[src/rtl/grid_color_ctrl.sv]
// grid_color_ctrl: 4x4 board colour store with cursor, paint, clear sequence and cursor blink.
// dirColor is a pure combinational lookup so the VGA scan sees the store with no latency.
module grid_color_ctrl #(
    parameter int             AW            = 4,
    parameter int             DW            = 3,
    parameter logic [DW-1:0]  DEFAULT_COLOR = 3'b000,
    parameter int             BLINK_FRAMES  = 30
) (
    input  logic          clk,
    input  logic          rst,
    input  logic          frame_tick,
    input  logic          btn_up,
    input  logic          btn_down,
    input  logic          btn_left,
    input  logic          btn_right,
    input  logic          btn_paint,
    input  logic          btn_clear,
    input  logic [DW-1:0] color_sel,
    input  logic [AW-1:0] posicion,
    output logic [DW-1:0] dirColor,
    output logic [AW-1:0] cursor,
    output logic          busy
);
    typedef enum logic {IDLE, CLEAR} state_t;

    localparam logic [5:0] BLINK_MAX = 6'(BLINK_FRAMES - 1);

    logic [DW-1:0] r_cells [16];
    logic [1:0]    r_col, r_row;
    logic [5:0]    r_prev;
    state_t        r_state;
    logic          r_busy;
    logic [AW-1:0] r_clr_addr;
    logic [5:0]    r_blink_cnt;
    logic          r_blink_on;

    logic [5:0]    w_btn, w_ev;
    state_t        w_state_nxt;
    logic          w_we;
    logic [AW-1:0] w_waddr;
    logic [DW-1:0] w_wdata;
    logic [1:0]    w_col_nxt, w_row_nxt;
    logic [AW-1:0] w_clr_nxt;
    logic [AW-1:0] w_cursor;
    logic [DW-1:0] w_cell;

    assign w_btn    = {btn_up, btn_down, btn_left, btn_right, btn_paint, btn_clear};
    assign w_ev     = w_btn & ~r_prev;
    // index = 15 - 4*col - row is just the bitwise inverse of {col,row}
    assign w_cursor = ~{r_col, r_row};
    assign cursor   = w_cursor;
    assign busy     = r_busy;
    assign w_cell   = r_cells[posicion];
    assign dirColor = (r_blink_on && posicion == w_cursor) ? ~w_cell : w_cell;

    always_comb begin
        w_state_nxt = r_state;
        w_we        = 1'b0;
        w_waddr     = w_cursor;
        w_wdata     = color_sel;
        w_col_nxt   = r_col;
        w_row_nxt   = r_row;
        w_clr_nxt   = r_clr_addr;
        if (r_state == IDLE) begin
            if (w_ev[0]) begin
                w_state_nxt = CLEAR;
                w_clr_nxt   = '0;
            end else if (w_ev[1]) begin
                w_we = 1'b1;
            end else if (w_ev[5]) begin
                w_row_nxt = r_row - 2'd1;
            end else if (w_ev[4]) begin
                w_row_nxt = r_row + 2'd1;
            end else if (w_ev[3]) begin
                w_col_nxt = r_col - 2'd1;
            end else if (w_ev[2]) begin
                w_col_nxt = r_col + 2'd1;
            end
        end else begin
            w_we        = 1'b1;
            w_waddr     = r_clr_addr;
            w_wdata     = DEFAULT_COLOR;
            w_clr_nxt   = r_clr_addr + 1'b1;
            w_state_nxt = (r_clr_addr == '1) ? IDLE : CLEAR;
        end
    end

    always_ff @(posedge clk) begin
        if (!rst) begin
            for (int i = 0; i < 16; i++) r_cells[i] <= DEFAULT_COLOR;
            r_col       <= '0;
            r_row       <= '0;
            r_prev      <= '0;
            r_state     <= IDLE;
            r_busy      <= 1'b0;
            r_clr_addr  <= '0;
            r_blink_cnt <= '0;
            r_blink_on  <= 1'b0;
        end else begin
            if (w_we) r_cells[w_waddr] <= w_wdata;
            r_col      <= w_col_nxt;
            r_row      <= w_row_nxt;
            r_prev     <= w_btn;
            r_state    <= w_state_nxt;
            r_busy     <= (w_state_nxt == CLEAR);
            r_clr_addr <= w_clr_nxt;
            if (frame_tick) begin
                if (r_blink_cnt == BLINK_MAX) begin
                    r_blink_cnt <= '0;
                    r_blink_on  <= ~r_blink_on;
                end else begin
                    r_blink_cnt <= r_blink_cnt + 6'd1;
                end
            end
        end
    end
endmodule
[config.mk]
export PLATFORM = sky130hd
export DESIGN_NAME = grid_color_ctrl
export DESIGN_NICKNAME = d
export VERILOG_FILES = /design/src/rtl/grid_color_ctrl.sv
export SDC_FILE = /design/constraint.sdc
export NUM_CORES = 1
export LEC_CHECK = 0
export ABC_AREA = 1
export CAP_MARGIN = 10
export CORE_MARGIN = 2
export CORE_UTILIZATION = 55
export DETAILED_ROUTE_END_ITERATION = 10
export GPL_TIMING_DRIVEN = 0
export MAX_ROUTING_LAYER = met4
export PLACE_DENSITY = 0.75
export RECOVER_POWER = 25
export REMOVE_ABC_BUFFERS = 1
export SLEW_MARGIN = 40
export SYNTH_ARGS = -nofsm -noshare
export SYNTH_HDL_FRONTEND = slang
export SYNTH_SLANG_ARGS = --single-unit
[constraint.sdc]
create_clock -name clk -period 1.75 [get_ports clk]
set_input_delay 0.2625 -clock clk [delete_from_list [all_inputs] [get_ports clk]]
set_output_delay 0.2625 -clock clk [all_outputs]
set_load 0.005 [all_outputs]
==> results of run 1 <==
-- layout make-up --
type | count | area (sq um) | area share, %
repair buffers | 34 | 297.8 | 6.994
flip-flops and latches | 70 | 1896 | 44.52
multi-input cells | 299 | 1508 | 35.41
inverters | 75 | 297.8 | 6.994
clock buffers | 14 | 152.6 | 3.585
well taps | 77 | 96.34 | 2.263
clock inverters | 2 | 10.01 | 0.2351
-- Yosys cell counts --
library cell,instances,share of area (%)
a211oi_1,1,0.21
a21oi_1,9,1.3
a22oi_1,1,0.21
buf_2,4,0.56
buf_4,1,0.21
clkbuf_1,10,1.1
dfxtp_1,22,12
edfxtp_1,48,40
ha_1,3,1.1
inv_1,72,7.6
inv_2,3,0.32
nand2_1,146,15
nand3_1,42,5.9
nand3b_1,1,0.21
nand4_1,2,0.35
nor2_1,68,7.2
nor3_1,2,0.28
nor3_2,1,0.28
nor3_4,3,1.4
nor3b_1,2,0.42
o211ai_1,1,0.21
o21a_1,1,0.21
o21ai_0,10,1.4
o21ai_2,2,0.49
xor2_1,4,0.98
-- sequential cells by signal (all words and copies together) (netlist names) --
signal,cells
r_cells,48
r_blink_cnt,6
r_prev,6
r_clr_addr,4
r_col,2
r_row,2
busy,1
r_blink_on,1
-- repair_timing --
| action | CTS | global route |
|---|---|---|
| setup endpoints to repair | 87 | 51 |
| pin swaps | 8 | 10 |
| resized for setup | 52 | 48 |
| hold endpoints to repair | 0 | 0 |
| buffers inserted | 8 | 3 |
-- critical path: cells and delay by family (launching register included) --
kind | cells | cell delay [ns]
flops | 1 | 0.34
simple gates | 4 | 0.37
buf+inv | 3 | 0.34
compound gates | 1 | 0.12
-- logic make-up (layout without fill, tap and decap cells) --
logic type                 count (synthesis)  after routing  share of synthesized area (%)
AOI/OAI and AO/OA                         25             25                          4.006
xor gates and xnor gates                   4              4                         0.9837
DFF                                       70             70                          52.85
adders and majority gates                  3              3                          1.054
and+or+nand+nor                          267            267                          31.38
buffers and inverters                     90            125                          9.733
-- stage by stage --
stage | setup TNS (ns) | setup WS, ns
3_3_place_gp | -111.54 | -1.436
6_report | -0.1481 | -0.02898
3_5_place_dp | -36.58 | -1.235
4_1_cts | -0.08017 | -0.08017
2_1_floorplan | 0 | 0.09365
5_1_grt | -2.115 | -0.09811
-- layer usage --
layer / vias up / global-route usage [%] / share of wire (%)
met4: 0 / 9.812 / 2.6
met3: 22 / 4.326 / 6.9
met5: - / - / 0
met2: 103 / 35.50 / 50
met1: 1354 / 28.63 / 40
li1: 1494 / - / -
-- final timing paths --
check | endpoint | slack [ns] | cells past startpoint
max | dirColor[1] | -0.03 | 8
min | r_prev[1] | 0.14 | 3
max reg2reg | r_cells[14][2] | -0.01 | 6
min reg2reg | r_clr_addr[3] | 0.47 | 1
-- power by group through the flow --
| stage | Sequential, mW | Combinational, mW | Clock (mW) |
|---|---|---|---|
| 2_1_floorplan | 1.89 | 0.262 | 0 |
| 3_3_place_gp | 1.90 | 0.416 | 0 |
| 3_5_place_dp | 1.90 | 0.425 | 0 |
| 4_1_cts | 1.87 | 0.452 | 1.12 |
| 5_1_grt | 1.88 | 0.551 | 1.18 |
| 6_report | 1.87 | 0.502 | 1.11 |
==> summary.txt, run 1 <==
min cycle time layout -> 1.779 ns
status -> complete, but fails checks
fmax -> 562.1 MHz
Worst Path Required -> 1.49 ns
Comb pwr share -> 14.4%
row count -> 29
#FFs+latches synth -> 70
Clk pwr share -> 31.9%
CP peak stage delay -> 0.34 ns
Hold Crit Class -> input port to register
Seq pwr share -> 53.7%
clock slew at reported path FFs -> 0.07 ns
post-synthesis sequential area ratio -> 52.85%
Yosys cell types -> 25
core area -> 0.006314 sq mm
clk buf depth -> 2
critical-path cell list -> buf_6 -> nand2_2 -> o211ai_1 -> nor2_4 -> buf_6 -> nand3_1 -> nand2_1 -> buf_2
antenna violations before repair -> 0
CP arrival -> 1.52 ns
DRT antenna net count -> 0
hold buffer count at CTS -> 0
post-layout util -> 67.44%
worst min-delay path startpoint -> btn_paint
Port Buffer Count -> 23
Max Slew Vio Count -> 0
DRC Markers -> 0
post-DR vias/cell -> 5.207
synthesized area -> 0.003561 sq mm
placed cell count -> 544
I/O pin total -> 24
CP Capture Type -> output pin
total grt overflow -> 0
Syn. warnings -> 0
Max-slew headroom -> 43.68%
via count -> 2973
DR pass1 iterations -> 4
nets -> 508
layout cell share with drive strength beyond 1 -> 18.62%
failing checks -> setup timing
GPL Wtd Cong -> 0.8649
Max-Cap Viols -> 0
Final Instance Area -> 0.004258 sq mm
clock sinks -> 70
period utilisation layout -> 101.7%
final worst slack -> -0.02898 ns
CTS tree -> done
Final Hold Vio Count -> 0
Critical Path Start -> r_row[1]
initial core utilization -> 56.40%
drt wl/cell -> 13.79 um
non-filler cells, final -> 571
die footprint -> 0.007134 sq mm
Setup Skew -> 0.005867 ns
hpwl dp -> 5.046 mm
Fillers -> 532
clock latency on the worst-skew pair -> 0.34 ns
Switching Share -> 26.59%
most frequent CP cell -> buf_6
pin slew with the least headroom to its limit -> 0.8447 ns
final WL -> 7.873 mm
CTS root buffer -> clkbuf_8
vias in the first global route -> 2764
most frequent cells in the layout -> 117 x nand2_1, 66 x inv_1, 63 x nor2_1
crit start category -> register
area of placed instances -> 0.003812 sq mm
setup violators final -> 19
Max VDD drop -> 542.8 uV
# diodes -> 0
commonest non-fill, non-tap cell in the layout -> nand2_1
NetSw -> 926.9 uW
Min Hold Slack -> 0.1432 ns
power per cell area -> 818.8 mW/mm^2
area added between synthesis and finish -> 19.57%
worst setup path class -> register to output pin
Reg2Reg Launch Point -> busy
H-tree depth -> 3
Crit-path slowest cell -> dfxtp_2
final total power -> 3.486 mW
CP Max Fanout -> 3
CTS buffer count -> 9
cells after synthesis -> 459
largest net degree at the start of global routing -> 30
initial DRC count -> 293
GRT Overall Usage -> 22.54%
Internal -> 2.559 mW
first-pass GRT wire length -> 12.08 mm
Die Wd -> 84.47 um
Pleak -> 1.902 nW
unrepaired setup endpoints after global routing -> true
Mean Syn Cell Area -> 7.758 sq um
die height -> 84.47 um
No activity file was read; power rests on OpenSTA's default activity.
==> inputs of run 2 (changes only) <==
--- a/config.mk
+++ b/config.mk
@@ -9,13 +9,15 @@
 export CAP_MARGIN = 10
 export CORE_MARGIN = 2
 export CORE_UTILIZATION = 55
+export CTS_CLUSTER_DIAMETER = 100
+export CTS_CLUSTER_SIZE = 40
 export DETAILED_ROUTE_END_ITERATION = 10
 export GPL_TIMING_DRIVEN = 0
 export MAX_ROUTING_LAYER = met4
 export PLACE_DENSITY = 0.75
 export RECOVER_POWER = 25
 export REMOVE_ABC_BUFFERS = 1
-export SLEW_MARGIN = 40
+export SLEW_MARGIN = 20
 export SYNTH_ARGS = -nofsm -noshare
 export SYNTH_HDL_FRONTEND = slang
 export SYNTH_SLANG_ARGS = --single-unit
==> run 2 against run 1 <==
The run still ends with setup timing left. Die area stayed put. Utilization did not move. Maximum frequency is 1.1% higher. Worst hold slack worse by 0.0050 ns. Combinational power hardly changed. Sequential share of layout area barely moved. Global-route usage grew 0.11 points. Power barely moved. Final cell count grew 1.1%. Non-clock buffer count rose by 6.
==> summary.txt, run 2 (synthesized netlist as in run 1, its figures left out) <==
status -> complete, but fails checks
failing checks -> setup timing
placed cell count -> 544 (unchanged)
initial DRC count -> 200 (-32%)
DR pass1 iterations -> 4 (unchanged)
power per cell area -> 818.9 mW/mm^2 (about the same)
core area -> 0.006314 sq mm (unchanged)
final worst slack -> -0.009005 ns (+0.01997 ns)
CTS buffer count -> 9 (unchanged)
crit-path leading delay family -> simple AND/OR/NAND/NOR gates
crit start category -> register
worst setup path class -> register to output pin
layout cell share with drive strength beyond 1 -> 18.60% (-0.023 points)
max reg flops -> 48 (unchanged)
Crit-path slowest cell -> dfxtp_2
row count -> 29 (unchanged)
Fillers -> 532 (unchanged)
most flop-heavy register -> r_cells
dpl ws -> -1.496 ns (-0.2603 ns)
CP arrival -> 1.50 ns (-0.02 ns)
final WL -> 7.669 mm (-2.6%)
DRT antenna net count -> 0 (unchanged)
setup violators final -> 1 (-18)
hpwl dp -> 5.016 mm (-0.59%)
GPL Wtd Cong -> 0.8649 (unchanged)
Hold Crit Class -> input port to register
largest net degree at the start of global routing -> 30 (unchanged)
critical-path cell list -> inv_2 -> a22oi_2 -> nand3_2 -> nor2_4 -> buf_6 -> nand3_2 -> nand2_1 -> buf_2
Final Hold Vio Count -> 0 (unchanged)
nets -> 514 (+1.2%)
non-filler cells, final -> 577 (+1.1%)
die height -> 84.47 um (unchanged)
Max-Cap Viols -> 0 (unchanged)
biggest regs -> r_cells x48, r_blink_cnt x6, r_prev x6
H-tree depth -> 3 (unchanged)
fmax -> 568.5 MHz (+1.1%)
Pleak -> 1.918 nW (+0.81%)
drt wl/cell -> 13.29 um (-3.6%)
Max Slew Vio Count -> 0 (unchanged)
unrepaired setup endpoints after global routing -> true
most frequent cells in the layout -> 124 x nand2_1, 65 x inv_1, 63 x nor2_1
pin slew with the least headroom to its limit -> 0.7940 ns (-0.05075 ns)
# diodes -> 0 (unchanged)
initial core utilization -> 56.40% (unchanged)
Max VDD drop -> 576.2 uV (+6.2%)
TNS Setup -> -0.009005 ns (+0.1391 ns)
final total power -> 3.487 mW (about the same)
Port Buffer Count -> 23 (unchanged)
clock latency on the worst-skew pair -> 0.35 ns (about the same)
CP Max Fanout -> 3 (unchanged)
I/O pin total -> 24 (unchanged)
GRT Overall Usage -> 22.65% (+0.11 points)
first-pass GRT wire length -> 12.19 mm (+0.92%)
clock slew at reported path FFs -> 0.07 ns (about the same)
total grt overflow -> 0 (unchanged)
via count -> 2979 (+0.20%)
die footprint -> 0.007134 sq mm (unchanged)
CP Capture Type -> output pin
clock sinks -> 70 (unchanged)
post-DR vias/cell -> 5.163 (-0.84%)
worst path bufs/invs -> 3 (unchanged)
antenna violations before repair -> 0 (unchanged)
CTS root buffer -> clkbuf_8
area added between synthesis and finish -> 19.57% (unchanged)
Worst Path Required -> 1.49 ns (about the same)
DRC Markers -> 0 (unchanged)
clk buf depth -> 2 (unchanged)
min cycle time layout -> 1.759 ns (-0.01997 ns)
Max-slew headroom -> 47.07% (+3.4 points)
CP peak stage delay -> 0.35 ns (about the same)
vias in the first global route -> 2788 (+0.87%)
most frequent CP cell -> nand3_2
commonest non-fill, non-tap cell in the layout -> nand2_1
period utilisation layout -> 100.5% (-1.1 points)
CTS tree -> done
Die Wd -> 84.47 um (unchanged)
Setup Skew -> 0.005735 ns (-0.0001323 ns)
-- run 2: cell types whose count changed in the layout (fill, tap and decap cells not counted), sizes merged --
cell,delta
buf,+6
clkbuf,+1
clkdlybuf4s15,-1
-- run 2: final cells by class --
cell class,count,area (sq um),area share (%)
clock buffer,14,152.6,3.585
clock inverter,2,10.01,0.2351
inverter,75,292.8,6.876
multi-input combinational,299,1475,34.65
sequential,70,1897,44.55
tap,77,96.34,2.263
timing repair buffer,40,334.1,7.846
-- run 2: repair_timing --
item / CTS / global route
endpoints found under the setup margin: 105 / 55
pin swaps: 8 / 10
hold buffers: 0 / 0
buffers inserted: 12 / 5
resized for setup: 66 / 38
-- run 2: power by group --
group          switching, mW  total (mW)  leakage [nW]  internal (mW)
clock network          0.566        1.12        0.0844          0.551
logic                  0.323       0.503          1.15          0.180
registers             0.0324        1.87         0.680           1.83
-- run 2: worst paths after layout --
path                                  from             to  slack (ns)  cells after the start
worst max register to register        busy  r_cells[7][2]        0.01                      7
worst max-delay path              r_row[1]    dirColor[0]      -0.009                      8
worst min register to register  r_blink_on     r_blink_on        0.48                      2
worst min-delay path             btn_paint      r_prev[1]        0.14                      3
-- run 2: per-stage QoR --
step	hold WS, ns	area, sq um	util, %
2_1_floorplan	0.3560	3496	-
3_3_place_gp	0.4476	3822	60.54
3_5_place_dp	0.4640	3822	60.54
4_1_cts	0.4533	4160	65.89
5_1_grt	0.1491	4258	67.44
6_report	0.1382	4258	67.44
-- run 2: worst register-to-register path, stage by stage (launching register included) --
cell,delay (ns)
dfxtp_4,0.39
buf_2,0.20
o21ai_4,0.07
buf_4,0.14
nor3_1,0.23
buf_4,0.18
nand2_1,0.09
nand2_1,0.14
-- run 2: routing by layer --
metal  track usage, %  up-vias  share of wire [%]
li1                 -     1509                  -
met1            27.53     1352                 42
met2            36.44       95                 49
met3            4.228       23                5.8
met4            11.26        0                3.1
met5                -        -                  0
